**config.mk**
```make
export PLATFORM = sky130hd
export DESIGN_NAME = paddle_key_scheduler
export DESIGN_NICKNAME = d
export VERILOG_FILES = /design/src/rtl/paddle_key_scheduler.sv
export SDC_FILE = /design/constraint.sdc
export NUM_CORES = 1
export LEC_CHECK = 0
export BUFFER_PORTS_ARGS = -buffer_cell sky130_fd_sc_hd__buf_4
export CORE_ASPECT_RATIO = 0.5
export CORE_MARGIN = 2
export CORE_UTILIZATION = 45
export DETAILED_ROUTE_END_ITERATION = 7
export PLACE_DENSITY = 0.67
export SLEW_MARGIN = 40
export SYNTH_ARGS = -nofsm -noshare
export SYNTH_HDL_FRONTEND = slang
export SYNTH_SLANG_ARGS = --single-unit
```
**constraint.sdc**
```tcl
create_clock -name inclock -period 5.33 [get_ports inclock]
set_input_delay 0 -clock inclock [delete_from_list [all_inputs] [get_ports inclock]]
set_output_delay 0 -clock inclock [all_outputs]
set_load 0.005 [all_outputs]
```
**src/rtl/paddle_key_scheduler.sv**
```systemverilog
// Paddle key scheduler: decodes PS/2 set-2 scancodes for W/S/I/K into a
// held-key vector and turns the held state into rate-limited paddle move
// pulses, one per TICK_DIV frame ticks while a direction is held.
//
// Handshake: ps2_key_pressed is a valid-only strobe (no ready); every cycle
// it is high carries exactly one byte on ps2_key_data, which is consumed in
// that cycle. frame_tick is likewise a one-cycle strobe with no back-pressure.

// One paddle axis: resolves up/down/priority into a direction and paces
// move pulses against frame_tick.
module paddle_axis #(
    parameter int unsigned TICK_DIV = 4
) (
    input  logic i_clk,
    input  logic i_rst_n,
    input  logic i_frame_tick,
    input  logic i_up_held,
    input  logic i_down_held,
    input  logic i_pri_down,
    output logic o_up_pulse,
    output logic o_down_pulse
);

    typedef enum logic [1:0] {
        DIR_NONE = 2'd0,
        DIR_UP   = 2'd1,
        DIR_DOWN = 2'd2
    } dir_t;

    localparam logic [3:0] LP_LAST = 4'(TICK_DIV - 1);

    dir_t       w_dir;
    dir_t       r_prev_dir;
    logic [3:0] r_cnt;
    logic [3:0] w_cnt_eff;
    logic [3:0] w_cnt_next;
    logic       r_up_pulse;
    logic       r_down_pulse;

    // Direction from the currently registered held state; when both keys
    // are down the most recently made one wins.
    always_comb begin
        w_dir = DIR_NONE;
        if (i_up_held && !i_down_held) begin
            w_dir = DIR_UP;
        end else if (i_down_held && !i_up_held) begin
            w_dir = DIR_DOWN;
        end else if (i_up_held && i_down_held) begin
            w_dir = i_pri_down ? DIR_DOWN : DIR_UP;
        end
    end

    // A fresh direction (or none) restarts the cadence so the next tick moves.
    always_comb begin
        w_cnt_eff = r_cnt;
        if ((w_dir != r_prev_dir) || (w_dir == DIR_NONE)) begin
            w_cnt_eff = 4'd0;
        end
        w_cnt_next = (w_cnt_eff >= LP_LAST) ? 4'd0 : (w_cnt_eff + 4'd1);
    end

    // Cadence counter and registered move pulses.
    always_ff @(posedge i_clk or negedge i_rst_n) begin
        if (!i_rst_n) begin
            r_prev_dir   <= DIR_NONE;
            r_cnt        <= 4'd0;
            r_up_pulse   <= 1'b0;
            r_down_pulse <= 1'b0;
        end else begin
            r_prev_dir   <= w_dir;
            r_up_pulse   <= 1'b0;
            r_down_pulse <= 1'b0;
            if (w_dir == DIR_NONE) begin
                r_cnt <= 4'd0;
            end else if (i_frame_tick) begin
                r_cnt        <= w_cnt_next;
                r_up_pulse   <= (w_dir == DIR_UP)   && (w_cnt_eff == 4'd0);
                r_down_pulse <= (w_dir == DIR_DOWN) && (w_cnt_eff == 4'd0);
            end else begin
                r_cnt <= w_cnt_eff;
            end
        end
    end

    assign o_up_pulse   = r_up_pulse;
    assign o_down_pulse = r_down_pulse;

endmodule

module paddle_key_scheduler #(
    parameter int unsigned TICK_DIV = 4
) (
    input  logic       inclock,
    input  logic       resetn,
    input  logic [7:0] ps2_key_data,
    input  logic       ps2_key_pressed,
    input  logic       frame_tick,
    output logic       left_up,
    output logic       left_down,
    output logic       right_up,
    output logic       right_down,
    output logic [3:0] keys_held,
    output logic [7:0] last_ascii,
    output logic       protocol_err,
    output logic [1:0] dbg_state
);

    typedef enum logic [1:0] {
        ST_IDLE    = 2'd0,
        ST_BRK     = 2'd1,
        ST_EXT     = 2'd2,
        ST_EXT_BRK = 2'd3
    } state_t;

    localparam logic [7:0] LP_BREAK  = 8'hF0;
    localparam logic [7:0] LP_EXTEND = 8'hE0;

    // Held-vector bit positions: {W,S,I,K} with W in bit 3.
    localparam logic [1:0] LP_BIT_W = 2'd3;
    localparam logic [1:0] LP_BIT_S = 2'd2;
    localparam logic [1:0] LP_BIT_I = 2'd1;
    localparam logic [1:0] LP_BIT_K = 2'd0;

    state_t     r_state;
    logic [3:0] r_held;
    logic [7:0] r_ascii;
    logic       r_err;
    logic       r_left_pri_down;
    logic       r_right_pri_down;

    logic       w_mapped;
    logic [1:0] w_bit;
    logic [7:0] w_ascii;
    logic       w_is_prefix;

    // Scancode lookup: which held bit a byte names and its ASCII letter.
    always_comb begin
        w_mapped = 1'b1;
        w_bit    = LP_BIT_W;
        w_ascii  = 8'h00;
        case (ps2_key_data)
            8'h1D: begin w_bit = LP_BIT_W; w_ascii = 8'd87; end
            8'h1B: begin w_bit = LP_BIT_S; w_ascii = 8'd83; end
            8'h43: begin w_bit = LP_BIT_I; w_ascii = 8'd73; end
            8'h42: begin w_bit = LP_BIT_K; w_ascii = 8'd75; end
            default: w_mapped = 1'b0;
        endcase
        w_is_prefix = (ps2_key_data == LP_BREAK) || (ps2_key_data == LP_EXTEND);
    end

    // Decode FSM: tracks break/extend prefixes and owns the held vector,
    // last ASCII, per-paddle priority and the protocol error pulse.
    always_ff @(posedge inclock or negedge resetn) begin
        if (!resetn) begin
            r_state          <= ST_IDLE;
            r_held           <= 4'b0000;
            r_ascii          <= 8'h20;
            r_err            <= 1'b0;
            r_left_pri_down  <= 1'b0;
            r_right_pri_down <= 1'b0;
        end else begin
            r_err <= 1'b0;
            if (ps2_key_pressed) begin
                case (r_state)
                    ST_IDLE: begin
                        if (ps2_key_data == LP_BREAK) begin
                            r_state <= ST_BRK;
                        end else if (ps2_key_data == LP_EXTEND) begin
                            r_state <= ST_EXT;
                        end else if (w_mapped) begin
                            // Makes and typematic repeats both land here.
                            r_held[w_bit] <= 1'b1;
                            r_ascii       <= w_ascii;
                            case (w_bit)
                                LP_BIT_W: r_left_pri_down  <= 1'b0;
                                LP_BIT_S: r_left_pri_down  <= 1'b1;
                                LP_BIT_I: r_right_pri_down <= 1'b0;
                                default:  r_right_pri_down <= 1'b1;
                            endcase
                        end
                    end
                    ST_BRK: begin
                        r_state <= ST_IDLE;
                        if (w_is_prefix) begin
                            r_err <= 1'b1;
                        end else if (w_mapped) begin
                            r_held[w_bit] <= 1'b0;
                        end
                    end
                    ST_EXT: begin
                        // No extended keys are mapped; only track a break.
                        r_state <= (ps2_key_data == LP_BREAK) ? ST_EXT_BRK : ST_IDLE;
                    end
                    default: begin
                        r_state <= ST_IDLE;
                    end
                endcase
            end
        end
    end

    paddle_axis #(.TICK_DIV(TICK_DIV)) u_left (
        .i_clk        (inclock),
        .i_rst_n      (resetn),
        .i_frame_tick (frame_tick),
        .i_up_held    (r_held[LP_BIT_W]),
        .i_down_held  (r_held[LP_BIT_S]),
        .i_pri_down   (r_left_pri_down),
        .o_up_pulse   (left_up),
        .o_down_pulse (left_down)
    );

    paddle_axis #(.TICK_DIV(TICK_DIV)) u_right (
        .i_clk        (inclock),
        .i_rst_n      (resetn),
        .i_frame_tick (frame_tick),
        .i_up_held    (r_held[LP_BIT_I]),
        .i_down_held  (r_held[LP_BIT_K]),
        .i_pri_down   (r_right_pri_down),
        .o_up_pulse   (right_up),
        .o_down_pulse (right_down)
    );

    assign keys_held    = r_held;
    assign last_ascii   = r_ascii;
    assign protocol_err = r_err;
    assign dbg_state    = r_state;

endmodule

```
==> results by group, run 1 <==
Outcome
  – Run status: finished, final reports clean

Critical path
  – Critical path fanouts, max: 5
  – Critical path cell sequence: a21boi_1 -> a32oi_1 -> nand2b_1 -> inv_1 -> ha_1 -> nor3b_1 -> o21ai_0 -> a21bo_2
  – Buf+Inv Stages, Crit Path: 1
  – Critical path capture point type: flip-flop
  – R2R cell count: 8
  – CP arrival: between 2 and 2.5 ns
  – Crit Path Class: flip-flop to flip-flop
  – Worst R2R End: u_left.r_cnt[0]
  – Largest stage delay, worst path: 0.42 ns
  – CP delay by family, top: compound AO/OA/AOI/OAI gates
  – CP Data Required Time: 5.55 ns
  – Startpoint types: flip-flop
  – Worst reg-to-reg setup slack: 3.36 ns
  – Worst path slowest cell: dfrtp_1

Final layout
  – Diodes inserted: 0
  – Commonest non-fill, non-tap cells in the layout: dfrtp_1 (30), buf_4 (29), nand2_1 (9)
  – Final cell count without fillers: ~210
  – Most common cell after layout, fill and taps aside: dfrtp_1
  – P&R area growth vs syn: 23.06%
  – Fraction of layout cells with a size suffix above 1: approximately 24%
  – Final Net Count: 187

Yosys
  – Area share of fa/ha/maj cells after synthesis: 3.342%
  – Flops & latches, synth: 31
  – Post-synthesis cell type count: 40
  – Main synth FF type: dfrtp_1
  – XOR/XNOR Fraction of Synth Area: less than 1%
  – Post-Synthesis Cells: approximately 140
  – EDFF count, synth: 0
  – Mapped Area: approximately 1500 um2
  – Post-synth top area cell: dfrtp_1
  – Simple-gate share of the synthesized area: about a quarter
  – Multiplexer share of the synthesized area: 0.6683%
  – Top post-synthesis cells by area: dfrtp_1 (50%), ha_1 (3.3%), nor2b_1 (3.3%)
  – Avg Inst Size Synth: approximately 11 um2
  – Ys Warns: 0
  – Post-synthesis sequential area ratio: between 50% and 60%
  – Main combinational cell family by area after synthesis: simple AND/OR/NAND/NOR gates
  – Compound-Gate Fraction of Synth Area: 11.86%
  – Async set-reset flop share out of synthesis: 100.0%
  – Synth Net Count: 154
  – Yosys top cell area share: between 50 and 60%

Clock network
  – Reg clk slew, reported paths: 0.06 ns
  – Clk buf depth: 2
  – Clock root buffer master: clkbuf_8
  – Clock latency at the later pin of the worst-skew pair: approximately 0.28 ns
  – Post-CTS Setup Inserts: 0
  – TritonCTS Buffers: 5
  – Post-CTS resize count: 0
  – # H-tree levels: 2
  – CTS tree: done
  – Clock sink total: 31

Power and ir drop
  – VDD IR max: approximately 150 uV
  – Total power: 0.5011 mW
  – Pwr/cell area: 271.9 nW/um2
  – P_leak: 0.9451 nW

Floorplan
  – Floorplan core area: approximately 3100 um2
  – FP Rows: 14
  – Die X: 85.59 um
  – Initial core utilization: 48.58%
  – Die area: 3834 um2
  – Die Y: about 45 um
  – IO Pins: 31

Global routing
  – Top Usage Layer GRT: met2
  – Met2 Use GR: a little under a quarter
  – Initial antenna violation count: 0
  – Vias in the first global route: 1008
  – Met1 Use GR: between 20% and 30%
  – Final global-route overflow total: 0
  – Grt met3 use: between 6 and 7%
  – First-pass GRT wire length: about 4.5 mm
  – Pin count of the biggest net entering global routing: 32
  – Gr usage total: 15.84%

Timing
  – Worst slew pin tran: 0.6889 ns
  – Final Hold Viols: 0
  – Share of the clock period used by the worst path: 36.97%
  – Worst Skew: 0.005058 ns
  – Final Slew Violations: 0
  – Achievable Freq: 507.5 MHz
  – Rel. slew slack: 53.97%
  – RSZ-0062 raised after global routing: no
  – Setup TNS: 0 ns
  – Setup violations, final: 0
  – Min cycle time layout: a little under 2 ns

Flow run
  – Max-cap viol count: 0

Hold path
  – Hold Path End: dbg_state[1]
  – Hold Path Class: input pin to flip-flop
  – Hold Crit Depth: 3
  – HP Start: ps2_key_data[4]

Detailed routing
  – WL final: 2.789 mm
  – Vias per inst: 5.170
  – DRC viols: 0
  – Number of DRC markers in iteration 0: 50
  – WL/cell: between 10 and 15 um
  – Vias: between 1000 and 1500
  – First-pass iteration count of the detailed router: 4
  – Post-DRT Antenna Nets: 0

Place
  – Placed cells: between 150 and 200
  – IO Port Bufs: 29
  – HPWL Detailed: 2.008 mm
  – Gpl congestion: roughly 0.76
cell type report:
class	count	area [um2]
timing repair buffer	34	267.8
tap	40	50.05
sequential	31	777.0
fill	263	1240
multi-input combinational	92	640.6
clock inverter	1	5.005
inverter	7	26.28
clock buffer	7	76.32
cells in the mapped netlist (2+ instances only):
library cell and n:
dfrtp_1 30, nand2_1 9, nor2b_1 8, and2_1 7, inv_1 7, o21ai_0 7, buf_4 6, nor2_1 6
nand2b_1 5, and4_1 4, ha_1 4, nor3b_1 4, a21oi_1 3, a22o_1 3, nand3_1 3, nor3_1 3
a21boi_1 2, a32oi_1 2, nand4b_1 2, o21bai_1 2, o22ai_1 2
cell families after synthesis:
logic type	after synthesis
flip-flops	31
AND/OR/NAND/NOR	59
multiplexers	1
buffers and inverters	15
AO/OA/AOI/OAI	26
other	1
XOR/XNOR	1
adder cells (fa/ha/maj)	4
worst register-to-register path, delay by kind of cell, from the launching register on:
kind            cells  cell delay [ns]
compound gates      4             0.82
fa+ha+maj           1             0.17
buf+inv             1             0.05
flops               1             0.42
simple gates        2             0.46
power breakdown:
| part | total, mW | leakage, nW | switching, mW | internal [mW] |
|---|---|---|---|---|
| Clock | 0.175 | 0.0422 | 0.0834 | 0.0914 |
| Combinational | 0.0651 | 0.487 | 0.0288 | 0.0363 |
| Sequential | 0.261 | 0.416 | 0.0106 | 0.251 |
stage by stage:
step / util [%] / area [um2] / setup slack (ns) / hold slack [ns]
2_1_floorplan: - / 1498 / 3.611 / -0.2956
3_3_place_gp: 55.52 / 1712 / 3.409 / -0.04425
3_5_place_dp: 55.52 / 1712 / 3.448 / -0.04092
4_1_cts: 59.78 / 1843 / 3.360 / 0.02630
5_1_grt: 59.78 / 1843 / 3.236 / 0.03571
6_report: 59.78 / 1843 / 3.360 / 0.03083
metal layers:
metal / share of wire, % / vias up
li1: - / 548
met4: 1.0 / 0
met3: 5.4 / 4
met5: 0 / -
met1: 51 / 517
met2: 43 / 27
worst max-delay path by stage:
stage	from	to	slack (ns)	cells past startpoint
global placement	flip-flop	u_left.r_cnt[0]	3.41	8
global route	flip-flop	u_left.r_cnt[0]	3.24	8
finish	flip-flop	u_left.r_cnt[0]	3.36	8
detailed placement	flip-flop	u_left.r_cnt[0]	3.45	8
CTS	flip-flop	u_left.r_cnt[0]	3.36	8
floorplan	r_left_pri_down	u_left.r_cnt[0]	3.61	8
timing repair:
item                       4_1_cts  5_1_grt
hold endpoints to repair        37        0
hold buffers                     5        0
setup endpoints to repair        0        0
No activity file was read; power rests on OpenSTA's default activity.
==> run 2, diff against run 1 <==
Clock period 5.33 ns to 1.85 ns, I/O delays scaled along.
==> run 2 against run 1 <==
The flow now finishes with violations (negative setup slack). Worst hold slack got worse by 0.012 ns. Sequential share of layout area decreased by 3.7 points. Final cell count is 5.2% higher. Clock power rose to 4.6 times the previous value. Maximum frequency grew 6.3%. Via count up 5.1%. Non-clock buffer count up 11. Largest cell class unchanged.
==> results by group, run 2 (synthesized netlist as in run 1, its figures left out) <==
Outcome
  – Run status: finished, violations left (was finished, final reports clean)
  – Failing checks: negative setup slack

Timing
  – Final Slew Violations: 0 (unchanged)
  – Achievable Freq: 539.4 MHz (was 507.5 MHz)
  – Setup violations, final: 1 (was 0)
  – Setup ws final: -0.004006 ns (was 3.360 ns)
  – Fin Hold WS: 0.01862 ns (was 0.03083 ns)
  – Share of the clock period used by the worst path: 100.2% (was 36.97%)
  – Min cycle time layout: 1.854 ns (was 1.970 ns)
  – Worst Skew: 0.006490 ns (was 0.005058 ns)
  – Final Hold Viols: 0 (unchanged)

Detailed routing
  – Number of DRC markers in iteration 0: 43 (was 50)
  – DRC viols: 0 (unchanged)
  – WL/cell: 13.85 um (was 13.16 um)
  – Vias per inst: 5.166 (was 5.170)
  – Post-DRT Antenna Nets: 0 (unchanged)
  – First-pass iteration count of the detailed router: 4 (unchanged)
  – Vias: 1152 (was 1096)
  – WL final: 3.088 mm (was 2.789 mm)

Clock network
  – # H-tree levels: 2 (unchanged)
  – Clk buf depth: 2 (unchanged)
  – Clock sink total: 31 (unchanged)
  – Reg clk slew, reported paths: 0.07 ns (was 0.06 ns)
  – Clock root buffer master: clkbuf_8 (unchanged)
  – TritonCTS Buffers: 5 (unchanged)
  – Clock latency at the later pin of the worst-skew pair: 0.28 ns (about the same)
  – CTS tree: done (unchanged)

Power and ir drop
  – Pwr/cell area: 874.1 nW/um2 (was 271.9 nW/um2)
  – VDD IR max: 602.2 uV (was 145.6 uV)
  – P_leak: 1.043 nW (was 0.9451 nW)

Critical path
  – Critical path cell sequence: nand2b_1 -> a32oi_2 -> nand2b_4 -> inv_1 -> ha_1 -> nor3b_2 -> o21ai_0 -> a21bo_2 (was a21boi_1 -> a32oi_1 -> nand2b_1 -> inv_1 -> ha_1 -> nor3b_1 -> o21ai_0 -> a21bo_2)
  – CP delay by family, top: compound AO/OA/AOI/OAI gates (unchanged)
  – Startpoint types: flip-flop (unchanged)
  – Largest stage delay, worst path: 0.40 ns (was 0.42 ns)
  – Crit Path Class: flip-flop to flip-flop (unchanged)
  – Worst path slowest cell: dfrtp_1 (unchanged)
  – Critical path fanouts, max: 3 (was 5)
  – CP Data Required Time: 2.07 ns (was 5.55 ns)
  – Buf+Inv Stages, Crit Path: 1 (unchanged)
  – Critical path capture point type: flip-flop (unchanged)
  – CP arrival: 2.08 ns (was 2.19 ns)

Floorplan
  – IO Pins: 31 (unchanged)
  – Initial core utilization: 48.58% (unchanged)
  – Die X: 85.59 um (unchanged)
  – Die Y: 44.80 um (unchanged)
  – Floorplan core area: 3083 um2 (unchanged)
  – Die area: 3834 um2 (unchanged)
  – FP Rows: 14 (unchanged)

Place
  – Gpl congestion: 0.8441 (was 0.7589)
  – HPWL Detailed: 2.126 mm (was 2.008 mm)
  – Dpl ws: 0.003242 ns (was 3.448 ns)
  – IO Port Bufs: 29 (unchanged)

Final layout
  – Final Net Count: 198 (was 187)
  – Fraction of layout cells with a size suffix above 1: 34.97% (was 24.42%)
  – Commonest non-fill, non-tap cells in the layout: buf_4 (41), dfrtp_1 (29), nand2_1 (9) (was dfrtp_1 (30), buf_4 (29), nand2_1 (9))
  – Fill cells: 236 (was 263)
  – Diodes inserted: 0 (unchanged)
  – Most common cell after layout, fill and taps aside: buf_4 (was dfrtp_1)
  – P&R area growth vs syn: 35.09% (was 23.06%)
  – Multi-input combinational cell area: 684.4 um2 (was 640.6 um2)
  – Register area: 778.2 um2 (was 777.0 um2)

Global routing
  – Top Usage Layer GRT: met2 (unchanged)
  – Met1 Use GR: 22.13% (was 21.28%)
  – First-pass GRT wire length: 4.933 mm (was 4.533 mm)
  – Gr usage total: 17.20% (was 15.84%)
  – Pin count of the biggest net entering global routing: 32 (unchanged)
  – Initial antenna violation count: 0 (unchanged)
  – Grt met3 use: 5.302% (was 6.581%)
  – Vias in the first global route: 1095 (was 1008)
  – Final global-route overflow total: 0 (unchanged)
  – Met2 Use GR: 27.34% (was 23.91%)

Hold path
  – Hold Path Class: input pin to flip-flop (unchanged)

Flow run
  – Max-cap viol count: 0 (unchanged)
## run 2: changes by cell type in the layout (fill, tap and decap cells not counted), sizes merged
cell	delta
clkinvlp	+1
buf	+12
clkinv	-1
dlygate4sd3	-1
clkbuf	-2
bufinv	+2
## run 2: final timing paths
check,end,slack (ns),from,cells past startpoint
min reg2reg,last_ascii[3],0.49,last_ascii[3],1
max reg2reg,u_left.r_cnt[0],-0.004,r_left_pri_down,8
max in group asynchronous,last_ascii[5],1.36,resetn,2
min in group asynchronous,protocol_err,0.18,resetn,2
max,u_left.r_cnt[0],-0.004,r_left_pri_down,8
min,dbg_state[0],0.02,ps2_key_data[4],3
## run 2: timing repair
action | 4_1_cts | 5_1_grt
endpoints found under the setup margin | 2 | 3
gates resized for setup | 2 | 6
buffers inserted | 1 | 6
pin swaps | 1 | 3
hold buffers | 4 | 0
hold endpoints to repair | 37 | 0
## run 2: worst register-to-register path, delay by kind of cell, from the launching register on
kind | cells | cell delay, ns
and+or+nand+nor | 3 | 0.56
adders and majority gates | 1 | 0.18
buffers and inverters | 1 | 0.04
DFF | 1 | 0.40
AOI/OAI and AO/OA | 3 | 0.62
## run 2: area by class of cell
cell class / count / area share [%]
multi-input cells: 92 / 33.83
clock buffers: 5 / 3.401
repair buffers: 45 / 17.19
well taps: 40 / 2.474
clock inverters: 3 / 3.340
flip-flops and latches: 31 / 38.47
inverters: 7 / 1.299
## run 2: power breakdown
part           internal (mW)  total (mW)  switching (mW)
clock network          0.537       0.798           0.261
registers              0.722       0.754          0.0318
logic                  0.122       0.217          0.0944
## run 2: per-layer routing
| layer | share of wire, % | vias to the layer above | routed length (um) |
|---|---|---|---|
| met5 | 0 | - | 0 |
| li1 | - | 573 | - |
| met1 | 48 | 536 | 1493 |
| met2 | 45 | 33 | 1379 |
| met3 | 4.6 | 10 | 143 |
| met4 | 2.4 | 0 | 73 |
## run 2: metrics by stage
stage | setup TNS [ns] | total power, mW | instance area, um2 | instances | utilization (%)
after floorplan | 0 | 0.8531 | 1498 | 138 | -
after global placement | 0 | 0.9522 | 1749 | 204 | 56.74
after detailed placement | 0 | 0.9572 | 1749 | 204 | 56.74
after CTS | 0 | 1.763 | 1946 | 217 | 63.11
after global routing | -0.1129 | 1.844 | 2023 | 223 | 65.63
final | -0.004006 | 1.769 | 2023 | 223 | 65.63
==> run 3, diff against run 2 <==
Settings changed: CORE_UTILIZATION 45 to 50, PLACE_DENSITY 0.67 to 0.73.
==> run 3 against run 2 <==
The flow now finishes without violations. Setup slack improved by 0.063 ns. Clock power is 35% lower. Non-clock buffer count down 3. Clock skew shrank 0.0010 ns. First-iteration DRC count down 7.0%. Critical path depth did not move. Maximum frequency up 3.5%. Total power decreased by 16%. Via count is 0.43% lower. Sequential share of layout area grew 1.7 points. Combinational power decreased by 3%. Critical endpoint is now u_right.r_cnt[1].
==> results by group, run 3 (synthesized netlist as in run 1, its figures left out) <==
Detailed routing
  – WL/cell: 13.42 um (was 13.85 um)
  – Vias per inst: 5.286 (was 5.166)
  – Post-DRT Antenna Nets: 0 (unchanged)
  – WL final: 2.913 mm (was 3.088 mm)
  – DRC viols: 0 (unchanged)
  – Number of DRC markers in iteration 0: 40 (was 43)
  – Vias: 1147 (was 1152)
  – First-pass iteration count of the detailed router: 4 (unchanged)

Place
  – Gpl congestion: 0.7714 (was 0.8441)
  – Post-placement cell area: 1753 um2 (was 1749 um2)
  – HPWL Detailed: 2.044 mm (was 2.126 mm)
  – IO Port Bufs: 29 (unchanged)
  – Dpl ws: -0.03442 ns (was 0.003242 ns)

Floorplan
  – FP Rows: 13 (was 14)
  – Die Y: 42.70 um (was 44.80 um)
  – Die X: 81.40 um (was 85.59 um)
  – Die area: 3476 um2 (was 3834 um2)
  – Floorplan core area: 2716 um2 (was 3083 um2)
  – Initial core utilization: 55.14% (was 48.58%)
  – IO Pins: 31 (unchanged)

Timing
  – Final Slew Violations: 0 (unchanged)
  – Setup violations, final: 0 (was 1)
  – Setup ws final: 0.05925 ns (was -0.004006 ns)
  – Final Hold Viols: 0 (unchanged)
  – Worst Skew: 0.005483 ns (was 0.006490 ns)
  – Achievable Freq: 558.4 MHz (was 539.4 MHz)
  – Setup TNS: 0 ns (was -0.004006 ns)
  – Fin Hold WS: 0.03840 ns (was 0.01862 ns)
  – Min cycle time layout: 1.791 ns (was 1.854 ns)
  – Share of the clock period used by the worst path: 96.80% (was 100.2%)

Critical path
  – Startpoint types: flip-flop (unchanged)
  – Critical path fanouts, max: 5 (was 3)
  – CP Data Required Time: 2.02 ns (was 2.07 ns)
  – CP endpoint: u_right.r_cnt[1] (was u_left.r_cnt[0])
  – Crit Path Class: flip-flop to flip-flop (unchanged)
  – CP arrival: 1.96 ns (was 2.08 ns)
  – Reg2Reg Launch Point: r_right_pri_down (was r_left_pri_down)
  – Worst R2R End: u_right.r_cnt[1] (was u_left.r_cnt[0])
  – R2R cell count: 8 (unchanged)
  – Critical path capture point type: flip-flop (unchanged)
  – CP startpoint: r_right_pri_down (was r_left_pri_down)
  – Worst reg-to-reg setup slack: 0.06 ns (was -0.004 ns)

Global routing
  – First-pass GRT wire length: 4.940 mm (was 4.933 mm)
  – Final global-route overflow total: 0 (unchanged)
  – Vias in the first global route: 1117 (was 1095)
  – Gr usage total: 19.37% (was 17.20%)
  – Pin count of the biggest net entering global routing: 32 (unchanged)
  – Initial antenna violation count: 0 (unchanged)

Power and ir drop
  – VDD IR max: 537.9 uV (was 602.2 uV)
  – Clock network fraction of design power: 34.9% (was 45.1%)
  – Total power: 1.479 mW (was 1.769 mW)
  – Comb pwr share: 14.2% (was 12.3%)
  – Cell Int Power: 1.102 mW (was 1.381 mW)
  – Switching power: 0.3769 mW (was 0.3873 mW)
  – Switch share: 25.48% (was 21.90%)
  – P_leak: 1.001 nW (was 1.043 nW)
  – Pwr/cell area: 763.6 nW/um2 (was 874.1 nW/um2)
  – Reg power frac: 50.9% (was 42.6%)

Clock network
  – Clock sink total: 31 (unchanged)
  – Reg clk slew, reported paths: 0.07 ns (about the same)
  – Clock root buffer master: clkbuf_8 (unchanged)
  – CTS tree: done (unchanged)
  – Clk buf depth: 2 (unchanged)
  – # H-tree levels: 2 (unchanged)
  – TritonCTS Buffers: 5 (unchanged)
  – Clock latency at the later pin of the worst-skew pair: 0.28 ns (about the same)

Final layout
  – P&R area growth vs syn: 29.32% (was 35.09%)
  – Diodes inserted: 0 (unchanged)
  – Final standard cell area without fillers: 1937 um2 (was 2023 um2)
  – Fill cells: 189 (was 236)
  – Register area: 778.2 um2 (unchanged)
  – Final Net Count: 195 (was 198)
  – Commonest non-fill, non-tap cells in the layout: buf_4 (37), dfrtp_1 (29), nand2_1 (9) (was buf_4 (41), dfrtp_1 (29), nand2_1 (9))
  – Multi-input combinational cell area: 673.1 um2 (was 684.4 um2)
  – Most common cell after layout, fill and taps aside: buf_4 (unchanged)
  – Fraction of layout cells with a size suffix above 1: 31.67% (was 34.97%)

Outcome
  – Run status: finished, final reports clean (was finished, violations left)

Flow run
  – Max-cap viol count: 0 (unchanged)

Hold path
  – Hold Path Class: input pin to flip-flop (unchanged)
  – HP Start: ps2_key_data[2] (was ps2_key_data[4])
run 3: through the flow:
| stage | util, % | cells |
|---|---|---|
| final | 71.30 | 217 |
| after global routing | 71.30 | 217 |
| after CTS | 69.78 | 215 |
| after detailed placement | 64.53 | 202 |
| after global placement | 64.53 | 202 |
| after floorplan | - | 138 |
run 3: worst min path at each step:
stage	depth (start not counted)	to
global placement	1	protocol_err
finish	3	last_ascii[2]
floorplan	0	async pin
detailed placement	1	last_ascii[3]
CTS	3	flip-flop
global route	3	flip-flop
run 3: layer usage:
layer	track usage, %	wire length, um	up-vias
met5	0	0	-
met4	8.814	56	0
met1	26.51	1430	544
li1	-	-	565
met3	6.809	133	7
met2	27.54	1293	31
run 3: critical path: stages, from the launching register on:
cell	delay [ns]
dfrtp_1	0.39
nand2b_1	0.17
a32oi_2	0.31
nand2b_4	0.20
inv_1	0.04
ha_1	0.26
nand2_1	0.06
nor3_1	0.04
a22o_1	0.20
run 3: area by class of cell:
| class | instances | area share, % |
|---|---|---|
| inverters | 7 | 1.357 |
| clock inverters | 2 | 0.6460 |
| multi-input cells | 92 | 34.75 |
| clock buffers | 6 | 3.747 |
| well taps | 37 | 2.390 |
| repair buffers | 42 | 16.93 |
| flip-flops and latches | 31 | 40.18 |
run 3: what timing repair did:
item,4_1_cts,5_1_grt
hold buffers,5,0
pin swaps,0,1
endpoints found under the hold margin,37,0
endpoints found under the setup margin,2,4
gates resized for setup,1,5
buffers inserted,0,2
run 3: power by group through the flow:
stage          Combinational, mW  Clock (mW)  Sequential (mW)
2_1_floorplan             0.0928           0            0.760
3_3_place_gp               0.192           0            0.762
3_5_place_dp               0.196           0            0.763
4_1_cts                    0.205       0.528            0.752
5_1_grt                    0.233       0.557            0.759
6_report                   0.210       0.517            0.752
